==> src/rtl/n8_pkg.sv <==
// Shared types and constants for the N8 controller reader.
// Button indices follow the controller's shift order.
package n8_pkg;

    typedef enum logic [2:0] {
        ST_LATCH,
        ST_PULSE_HI,
        ST_PULSE_LO,
        ST_DONE,
        ST_IDLE
    } n8_state_t;

    localparam int N8_BUTTONS = 8;

    localparam int BTN_A      = 0;
    localparam int BTN_B      = 1;
    localparam int BTN_SELECT = 2;
    localparam int BTN_START  = 3;
    localparam int BTN_UP     = 4;
    localparam int BTN_DOWN   = 5;
    localparam int BTN_LEFT   = 6;
    localparam int BTN_RIGHT  = 7;

endpackage

==> src/rtl/n8_phase_timer.sv <==
// Loadable down-counter; done is high while the count sits at zero.
// Loading N-1 on state entry makes the state last exactly N cycles.
module n8_phase_timer #(
    parameter int W = 8
) (
    input  logic         clk,
    input  logic         reset,
    input  logic         load,
    input  logic [W-1:0] load_val,
    output logic         done
);

    logic [W-1:0] cnt;

    always_ff @(posedge clk) begin
        if (reset) begin
            cnt <= '0;
        end else if (load) begin
            cnt <= load_val;
        end else if (cnt != '0) begin
            cnt <= cnt - W'(1);
        end
    end

    assign done = (cnt == '0);

endmodule

==> src/rtl/n8_serial_reader.sv <==
// Polls an N8 controller: drives latch/pulse, shifts in 8 active-low
// bits and publishes per-frame button levels and press events.
module n8_serial_reader
    import n8_pkg::*;
#(
    parameter int LATCH_CYCLES = 600,
    parameter int HALF_CYCLES  = 300,
    parameter int POLL_CYCLES  = 833333
) (
    input  logic                  clk,
    input  logic                  reset,
    input  logic                  data_in,
    output logic                  latch,
    output logic                  pulse,
    output logic [N8_BUTTONS-1:0] buttons,
    output logic [N8_BUTTONS-1:0] press,
    output logic                  up,
    output logic                  down,
    output logic                  select,
    output logic                  start,
    output logic                  frame_valid
);

    localparam int TMAX = (LATCH_CYCLES > HALF_CYCLES) ? LATCH_CYCLES
                                                       : HALF_CYCLES;
    localparam int TW = (TMAX > 1) ? $clog2(TMAX) : 1;
    localparam int PW = (POLL_CYCLES > 1) ? $clog2(POLL_CYCLES) : 1;

    localparam logic [TW-1:0] T_LATCH = TW'(LATCH_CYCLES - 1);
    localparam logic [TW-1:0] T_HALF  = TW'(HALF_CYCLES - 1);
    localparam logic [PW-1:0] P_LAST  = PW'(POLL_CYCLES - 1);

    n8_state_t             state;
    n8_state_t             state_nx;
    logic [2:0]            idx;
    logic [N8_BUTTONS-1:0] shift;
    logic [PW-1:0]         poll;
    logic                  t_load;
    logic [TW-1:0]         t_val;
    logic                  t_done;
    logic                  sample;

    assign sample = ~data_in;

    n8_phase_timer #(
        .W(TW)
    ) u_timer (
        .clk     (clk),
        .reset   (reset),
        .load    (t_load),
        .load_val(t_val),
        .done    (t_done)
    );

    always_comb begin
        state_nx = state;
        t_load   = 1'b0;
        t_val    = T_HALF;
        unique case (state)
            ST_IDLE: begin
                if (poll == '0) begin
                    state_nx = ST_LATCH;
                    t_load   = 1'b1;
                    t_val    = T_LATCH;
                end
            end
            ST_LATCH: begin
                if (t_done) begin
                    state_nx = ST_PULSE_HI;
                    t_load   = 1'b1;
                end
            end
            ST_PULSE_HI: begin
                if (t_done) begin
                    state_nx = ST_PULSE_LO;
                    t_load   = 1'b1;
                end
            end
            ST_PULSE_LO: begin
                if (t_done) begin
                    if (idx == 3'd7) begin
                        state_nx = ST_DONE;
                    end else begin
                        state_nx = ST_PULSE_HI;
                        t_load   = 1'b1;
                    end
                end
            end
            ST_DONE: state_nx = ST_IDLE;
            default: state_nx = ST_IDLE;
        endcase
    end

    // Reset parks in IDLE with poll=0, so the next edge starts a latch.
    always_ff @(posedge clk) begin
        if (reset) begin
            state   <= ST_IDLE;
            idx     <= '0;
            shift   <= '0;
            poll    <= '0;
            buttons <= '0;
            press   <= '0;
        end else begin
            state <= state_nx;
            poll  <= (poll == P_LAST) ? '0 : poll + PW'(1);
            press <= '0;
            if (state == ST_LATCH && t_done) begin
                shift[0] <= sample;
                idx      <= 3'd1;
            end
            if (state == ST_PULSE_LO && t_done) begin
                shift[idx] <= sample;
                idx        <= idx + 3'd1;
                if (idx == 3'd7) begin
                    buttons <= {sample, shift[6:0]};
                    press   <= {sample, shift[6:0]} & ~buttons;
                end
            end
        end
    end

    assign latch       = (state == ST_LATCH);
    assign pulse       = (state == ST_PULSE_HI);
    assign frame_valid = (state == ST_DONE);

    assign up     = press[BTN_UP];
    assign down   = press[BTN_DOWN];
    assign select = press[BTN_SELECT];
    assign start  = press[BTN_START];

endmodule

==> config.mk <==
export PLATFORM = sky130hd
export DESIGN_NAME = n8_serial_reader
export DESIGN_NICKNAME = d
export VERILOG_FILES = /design/src/rtl/n8_pkg.sv /design/src/rtl/n8_phase_timer.sv /design/src/rtl/n8_serial_reader.sv
export SDC_FILE = /design/constraint.sdc
export NUM_CORES = 1
export LEC_CHECK = 0
export CAP_MARGIN = 10
export CORE_UTILIZATION = 56
export DETAILED_ROUTE_END_ITERATION = 10
export GPL_TIMING_DRIVEN = 0
export PLACE_DENSITY = 0.82
export SYNTH_ARGS = -nofsm -noshare
export SYNTH_HDL_FRONTEND = slang
export SYNTH_SLANG_ARGS = --single-unit
export TNS_END_PERCENT = 20
==> constraint.sdc <==
create_clock -name clk -period 2.8 [get_ports clk]
set_clock_uncertainty 0.2 [all_clocks]
set_input_delay 0.84 -clock clk [delete_from_list [all_inputs] [get_ports clk]]
set_output_delay 0.84 -clock clk [all_outputs]
set_load 0.01 [all_outputs]
==> metrics <==
CTS HTree Levels 3; crit path cell chain clkbuf_4 > nor3b_2 > clkdlybuf4s50_1; fin crit period 2.74 ns; Fin. Hold Viols 0; WP data arrival 1.70 ns; Syn Nets 304; pin count of the biggest net entering global routing 11; via/cell ratio 5.95; area of the multi-input gates 1410 sq um; CTS tree yes; Placed Instances 372; Mapped Cells about 300; CP max stage cell clkdlybuf4s50_1; met2 usage in global routing 39.8%; Area Overhead vs Synth 21.1%; Synth cell types 48; GRT Overall Usage 24.1%; Fmax 364 MHz; top cells by area, synth dfxtp_1, nor2_1, mux2i_1; port bufs 23; DR vias 2315; met1 usage 29.1%; CP top delay family buffers and inverters; Initial DRC Count about 130; #FFs+latches synth 59; nets@finish 339; M3 GR Usage 5.77%; synthesis warning total 0; Cell Rows 25; Congestion Overflow GR 0; detailed placement HPWL 3860 microns; Final Slew Violations 0; initial antenna violation count 0; die area 5160 sq um; Die X 71.8 microns; Synth Flop Type dfxtp_1; placed standard-cell area 3030 sq um; FF+latch area 1180 sq um; root buffer cell clkbuf_8; die height 71.8 microns; GR peak layer met2; Crit. End Element output pin; Max Fanout on Critical Path 10; Ant. Diodes 0; Post-synth EDFFs 0; Synth Cell Area 2730 sq um; number of CTS-inserted buffers 9; CTS max path bufs 2; clock tree sinks 59; Layout Cells excl Fill 389; fin area 3300 sq um; DRC viols 0; Synth area leader dfxtp_1; Final ANT Viol Nets 0; register area share after synthesis between 40% and 50%; outcome finished clean; clk_lat worst skew between 0.3 and 0.4 ns; Critical Path Start Type register; Hold Crit Class reg2reg; Pre-antenna DRT Iters 4; initial core utilization roughly 58%; share of synthesized registers carrying an async set or reset 0%; first-pass GRT wire length 9530 microns; slowest stage delay, CP slightly below 0.6 ns; Worst Path Required roughly 1.8 ns; fin crit share a little over nine tenths; core area 4690 sq um; Slew HR 48.5%; Avg Cell Area, Syn 9.25 sq um; clk slew on worst S/H paths roughly 0.070 ns; Leak Pwr approximately 1.1 nW; share of post-route cells with drive strength above 1 between 10% and 20%; hold_buf cts 0; Synth top area share roughly 43%; Power per Cell Area around 700 nW/um^2; io pins 26; vias in the first global route 2097; Worst Tran Pin Value 0.766 ns; filler instances 358; Max Cap Viol 0; Crit Path Class reg2out; Final GP Congestion 0.810; drt total wl 5790 microns; Buf+Inv Stages, Crit Path 2; Final setup violation count 0; WL/cell 14.9 microns; peak supply drop around 670 uV
[report_power, final]
part	leakage [nW]	internal (W)	switching, W
registers	0.478	0.000890	0.0000570
logic	0.509	0.000167	0.000228
clock network	0.123	0.000613	0.000344
[area by class of cell]
| type | instances | area share, % |
|---|---|---|
| tap | 54 | 2.04 |
| multi-input combinational | 205 | 42.7 |
| buffer | 20 | 3.33 |
| clock buffer | 11 | 4.28 |
| sequential | 59 | 35.7 |
| timing repair buffer | 24 | 7.65 |
| inverter | 11 | 1.25 |
| clock inverter | 5 | 3.03 |
[worst paths after layout]
kind,slack [ns],start,end,depth (start not counted)
hold / removal,0.26,buttons[3]$_SDFFE_PP0P_,press[3]$_SDFF_PP0_,1
setup reg to reg,0.16,u_timer.cnt[0]$_SDFFE_PP0P_,u_timer.cnt[1]$_SDFFE_PP0P_,8
setup / recovery,0.06,state[1]$_SDFFE_PP0P_,pulse,3
hold reg to reg,0.26,buttons[3]$_SDFFE_PP0P_,press[3]$_SDFF_PP0_,1
[stage by stage]
step           total power [W]  hold WS [ns]  util (%)  setup TNS, ns  setup slack, ns
3_5_place_dp           0.00135         0.255      64.5              0            0.105
6_report               0.00230         0.260      70.4              0           0.0560
4_1_cts                0.00229         0.264      69.8              0           0.0261
3_3_place_gp           0.00134         0.248      64.5              0            0.133
2_1_floorplan          0.00127         0.242         -              0            0.419
5_1_grt                0.00238         0.279      70.4        -0.0195          -0.0195
[sequential cells by signal, summed over array words and instances (netlist names)]
signal	cells
poll	20
state	3
idx	3
press	8
buttons	8
u_timer.cnt	10
shift	7
[kinds of logic after synthesis]
group / synth area share, %
AND/OR/NAND/NOR: 25.4
multiplexers: 4.45
flip-flops: 43.3
AO/OA/AOI/OAI: 13.5
buffers and inverters: 5.41
adder cells (fa/ha/maj): 2.75
XOR/XNOR: 5.14
[cells in the mapped netlist (5+ instances only)]
cell type	count
o21ai_0	7
nor4_1	8
or4_1	5
nor3b_2	7
dfxtp_1	59
inv_1	11
a21oi_1	18
mux2i_1	11
ha_1	6
nor2_1	34
nand4_1	5
nand2_1	11
clkbuf_1	11
nand3_1	9
xor2_1	5
nor3_1	11
a31oi_1	9
a311oi_1	8
xnor2_1	11
[layout by cell type (no fill, tap or decap), types with 4 or more instances in the layout]
master           count
xnor2_1             11
nand3_1              9
clkbuf_8            10
a31oi_1              9
inv_1               11
clkbuf_1            11
xor2_1               5
buf_4                4
a21oi_1             18
nand4_1              5
dfxtp_1             59
o31ai_1              4
or4_1                5
ha_1                 6
nor4_1               8
a311oi_1             8
nand2_1             11
nor2_1              34
nor3_1              11
nor3b_2              8
mux2i_1             11
o21ai_0              7
clkdlybuf4s50_1     22
[what timing repair did]
action | CTS | global route
gates resized for setup | 2 | 5
setup buffers | 0 | 1
pin swaps | 0 | 1
setup endpoints to repair | 2 | 28
[routing by layer]
metal  vias to the layer above  part of all wire, %
li1                       1142                    -
met1                      1109                   45
met2                        51                   49
met3                        13                  3.9
met4                         0                  2.1
met5                         -                    0
Note: power is estimated with default switching activity, not from simulation.
==> variant 1, RTL diff (same flow settings) <==
Register the outputs `latch`, `pulse`, `up`, `down`, `select`, `start` and `frame_valid`, with the module's reset; this adds one clock of latency there. The other outputs are not delayed to match.
--- a/src/rtl/n8_serial_reader.sv
+++ b/src/rtl/n8_serial_reader.sv
@@ -120,12 +120,24 @@
     end
 
-    assign latch       = (state == ST_LATCH);
-    assign pulse       = (state == ST_PULSE_HI);
-    assign frame_valid = (state == ST_DONE);
+    always_ff @(posedge clk) begin
+        if (reset) begin
+            latch       <= '0;
+            pulse       <= '0;
+            up          <= '0;
+            down        <= '0;
+            select      <= '0;
+            start       <= '0;
+            frame_valid <= '0;
+        end else begin
+            latch       <= (state == ST_LATCH);
+            pulse       <= (state == ST_PULSE_HI);
+            up          <= press[BTN_UP];
+            down        <= press[BTN_DOWN];
+            select      <= press[BTN_SELECT];
+            start       <= press[BTN_START];
+            frame_valid <= (state == ST_DONE);
+        end
+    end
 
-    assign up     = press[BTN_UP];
-    assign down   = press[BTN_DOWN];
-    assign select = press[BTN_SELECT];
-    assign start  = press[BTN_START];
 
 endmodule
Check against the original RTL: not equivalent (a bounded check fails within 4 cycles, from zero or initial values and one cycle with reset high).
==> variant 1 against the original RTL <==
Wire length up 7.0%; first-iteration DRC count up 15%; area after synthesis up 6.5%; worst setup slack worse by 19 ps; design area up 5.3%; largest cell class unchanged; hold slack worse by 2.9 ps; total power about the same; sequential cell count up 7.
==> variant 1: results (changes against the original RTL) <==
| Metric | Value |
|---|---|
| Status | finished clean |
| Top cells by area, synth | dfxtp_1, a21oi_1, o21ai_0 |
| Post-DP Area | 3239 sq um (+7.0%) |
| Pin count of the biggest net entering global routing | 12 (+1) |
| Vias after detailed routing | 2482 (+7.2%) |
| Pre-CTS setup slack | -57.34 ps (-162.3 ps) |
| Sequential power | 0.00104 W (+9.7%) |
| Placed insts | 414 (+11%) |
| Crit path from | u_timer.cnt[0] |
| R2r setup slk | 40 ps (-120 ps) |
| Fmax | 362.0 MHz (-0.68%) |
| Synth Area in XOR/XNOR | 0.03919 (-0.01216) |
| Initial antenna violation count | 0 (unchanged) |
| Input/output buffers | 25 (+8.7%) |
| CTS buffer count | 9 (unchanged) |
| Syn Inst Count | 322 (+9.2%) |
| Worst Reg-to-Reg Cells | 8 (unchanged) |
| Worst Min Path Start | buttons[5] |
| CTS clock-pin slew for the worst setup and hold paths | 70 ps (about the same) |
| Synth warnings | 0 (unchanged) |
| Net Switching | 0.0006187 W (-1.6%) |
| DP Wirelength | 4296 microns (+11%) |
| FF-to-FF End | press[3] |
| Worst path slowest cell | or4_4 |
| # fillers | 376 (+5.0%) |
| Worst stage delay on the critical path | around 580 ps |
| Starting DRT DRC Count | 153 (+15%) |
| Multiplexer share of the synthesized area | 0.02885 (-0.01562) |
| Wire per inst | 14.45 microns (-2.9%) |
| Worst IR Drop VDD | 464.2 uV (-31%) |
| Hold Path End | press[5] |
| Post-synthesis compound-gate area fraction | 0.1258 (-0.009505) |
| CP top delay family | simple AND/OR/NAND/NOR gates |
| Vias/cell | 5.786 (-2.8%) |
| Sequential area share after synthesis | 0.4548 (+0.02195) |
| WS Path Type | register to register |
| Clock latency on the worst-skew pair | 340 ps |
| Post-synth cell types | 45 (-6.3%) |
| Post-synth net total | 331 (+8.9%) |
| Area of the multi-input gates | 1474 sq um (+4.5%) |
| Async S/R FF share, synth | 0 (unchanged) |
| PwrDens | 660.9 nW/um^2 (-5.0%) |
| Synth top cells by count | dfxtp_1, a21oi_1, o21ai_0, clkbuf_1, nor2_1 |
| Adder-Cell Fraction of Synth Area | 0.02584 (-0.001671) |
| Total GRT Usage | 0.2530 (+0.01235) |
| First-pass GRT wire length | 10480 microns (+10%) |
| Tightest Pin Transition | 681.6 ps (-84.48 ps) |
| Inserted Diodes | 0 (unchanged) |
| Final GP Congestion | 0.8726 (+7.8%) |
| P_leak | 1.191 nW (+7.2%) |
| Share of cells above drive strength 1 | 0.1022 (-0.02615) |
| Final nets | 366 (+8.0%) |
| Power Clock | 0.000874 W (-8.6%) |
| Worst hold slack | 256.6 ps (-2.896 ps) |
| Vias in the first global route | 2243 (+7.0%) |
## variant 1: cell count changes after synthesis, moves of 9 or more
cell      change
nor2_1       -18
or3_1        +12
clkbuf_1      +9
a21oi_1      +11
o21ai_0      +14
## variant 1: cells by family (layout without fill, tap and decap cells)
kind of cell    count (synthesis)  count (layout)
simple gates                  131             131
flops                          66              66
compound gates                 65              65
buf+inv                        33              73
xor+xnor                       13              13
mux                             8               8
fa+ha+maj                       6               6
## variant 1: routing by layer
metal  vias up  GRT usage  share of wire
met3        16    0.04743          0.037
met1      1167     0.3141           0.45
met4         0     0.1389          0.026
met2        57     0.4152           0.49
met5         -          0              0
li1       1242          -              -
## variant 1: final cells by class
type	count	share of cell area
well taps	67	0.02410
clock buffers	11	0.04065
flip-flops and latches	66	0.3799
multi-input cells	223	0.4237
inverters	10	0.01079
clock inverters	5	0.02230
repair buffers	25	0.07194
plain buffers	22	0.02662
## variant 1: repair_timing
action,4_1_cts,5_1_grt
gates resized for setup,1,6
hold endpoints to repair,0,0
endpoints found under the setup margin,1,24
==> variant 2, RTL diff (same flow settings) <==
Without the edit above. Change the parameter `HALF_CYCLES` from 300 to 75.
--- a/src/rtl/n8_serial_reader.sv
+++ b/src/rtl/n8_serial_reader.sv
@@ -5,5 +5,5 @@
 #(
     parameter int LATCH_CYCLES = 600,
-    parameter int HALF_CYCLES  = 300,
+    parameter int HALF_CYCLES  = 75,
     parameter int POLL_CYCLES  = 833333
 ) (
Formal check against the unedited RTL: same outputs for any inputs over 10 cycles, from zero or initial values and one cycle with reset high; that may be too few to reach the edited logic, so the function may still have changed.
==> variant 2 against the original RTL <==
Wire length shrank 0.81%; sequential cell count unchanged; worst setup slack improved by 36 ps; design area barely moved; global-route usage is 0.52 points higher; first-iteration DRC count is 81% higher; register-to-register slack gained 50 ps; area after synthesis rose by 0.46%; maximum frequency rose by 1.3%; total power increased by 5.8%; largest power group is now sequential cells.
==> variant 2: results (changes against the original RTL) <==
| Metric | Value |
|---|---|
| Synth warnings | 0 (unchanged) |
| First-pass GRT wire length | 9701 microns (+1.8%) |
| Clock root buffer | clkbuf_8 |
| H-tree depth | 3 (unchanged) |
| Input/output buffers | 24 (+4.3%) |
| Starting DRT DRC Count | 241 (+81%) |
| Final GP Congestion | 0.8354 (+3.2%) |
| Pin count of the biggest net entering global routing | 12 (+1) |
| HP Class | register to register |
| Total GRT Usage | 0.2458 (+0.005169) |
| Clock latency on the worst-skew pair | 340 ps |
| Arrival @ worst endpoint | 1670 ps (-30 ps) |
| Synth top cells by count | dfxtp_1, nor2_1, a21oi_1, clkbuf_1, nand2_1 |
| Worst-path fanout max | 11 (+1) |
| Tightest Pin Transition | 740.9 ps (-25.19 ps) |
| Sequential area share after synthesis | 0.4309 (-0.001975) |
| Vias/cell | 5.716 (-4.0%) |
| Final wirelength | 5742 microns (-0.81%) |
| Post-synth net total | 312 (+2.6%) |
| Status | finished clean |
| Inserted Diodes | 0 (unchanged) |
| Top flop regs | poll x20, u_timer.cnt x10 |
| Antenna-violating nets left | 0 (unchanged) |
| Initial antenna violation count | 0 (unchanged) |
| Async S/R FF share, synth | 0 (unchanged) |
| Placed insts | 394 (+5.9%) |
| CTS buffer count | 9 (unchanged) |
| Worst IR Drop VDD | 518.7 uV (-22%) |
| Drt first pass iters | 4 (unchanged) |
| CTS clock-pin slew for the worst setup and hold paths | 70 ps (about the same) |
| P_leak | 1.138 nW (+2.5%) |
| Max Cap Viol | 0 (unchanged) |
| Top cells by area, synth | dfxtp_1, mux2i_1, nor2_1 |
| Vias after detailed routing | 2332 (+0.73%) |
| Final nets | 345 (+1.8%) |
| Vias in the first global route | 2128 (+1.5%) |
| Syn Inst Count | 303 (+2.7%) |
| Share of cells above drive strength 1 | 0.1085 (-0.01985) |
| DP Wirelength | 3865 microns (about the same) |
| Post-synth cell types | 48 (unchanged) |
variant 2: per-stage QoR:
stage               setup WS [ps]  instance area [sq um]
floorplan                   580.2                   2741
global placement           -50.47                   3065
detailed placement         -63.28                   3065
CTS                         51.52                   3299
global route                11.03                   3302
finish                      91.89                   3302
variant 2: worst max-delay path, stage by stage (launching register included):
cell             delay [ps]
dfxtp_4                 420
buf_4                   190
and3_1                  180
clkdlybuf4s50_1         540
variant 2: repair_timing:
item                                    in CTS  in global routing
resized for setup                            6                  3
setup buffers                                0                  0
endpoints found under the hold margin        0                  0
endpoints found under the setup margin       3                  3
hold buffers                                 0                  0
variant 2: report_power, final:
part           internal (W)  leakage, nW  switching, W
registers          0.000911        0.479     0.0000994
clock network      0.000524        0.108      0.000345
logic              0.000244        0.550      0.000309
variant 2: cell type report:
class                   instances  area (sq um)
clock inverters                 6         88.84
well taps                      67         83.83
multi-input cells             212          1425
flip-flops and latches         59          1187
fillers                       367          1421
plain buffers                  18         93.84
clock buffers                  10         137.6
repair buffers                 24         240.2
inverters                      12         45.04
variant 2: cell families (layout without fill, tap and decap cells):
group / count (synthesis) / after routing / share of synthesized area
AOI/OAI and AO/OA: 55 / 55 / 0.1282
xor gates and xnor gates: 15 / 15 / 0.04792
adders and majority gates: 6 / 6 / 0.02738
buffers and inverters: 32 / 70 / 0.05203
DFF: 59 / 59 / 0.4309
muxes: 13 / 13 / 0.04792
and+or+nand+nor: 123 / 123 / 0.2656
variant 2: layer usage:
| layer | wire, microns | part of all wire | track usage |
|---|---|---|---|
| met1 | 2579 | 0.45 | 0.2995 |
| met2 | 2910 | 0.51 | 0.4109 |
| met3 | 158 | 0.028 | 0.05972 |
| met4 | 93 | 0.016 | 0.1155 |
| met5 | 0 | 0 | 0 |
variant 2: final timing paths:
path	from	end	slack, ps	cells past startpoint
setup / recovery	state[1]	frame_valid	90	3
hold / removal	buttons[5]	press[5]	240	1
setup reg to reg	u_timer.cnt[0]	u_timer.cnt[7]	210	6
hold reg to reg	buttons[5]	press[5]	240	1
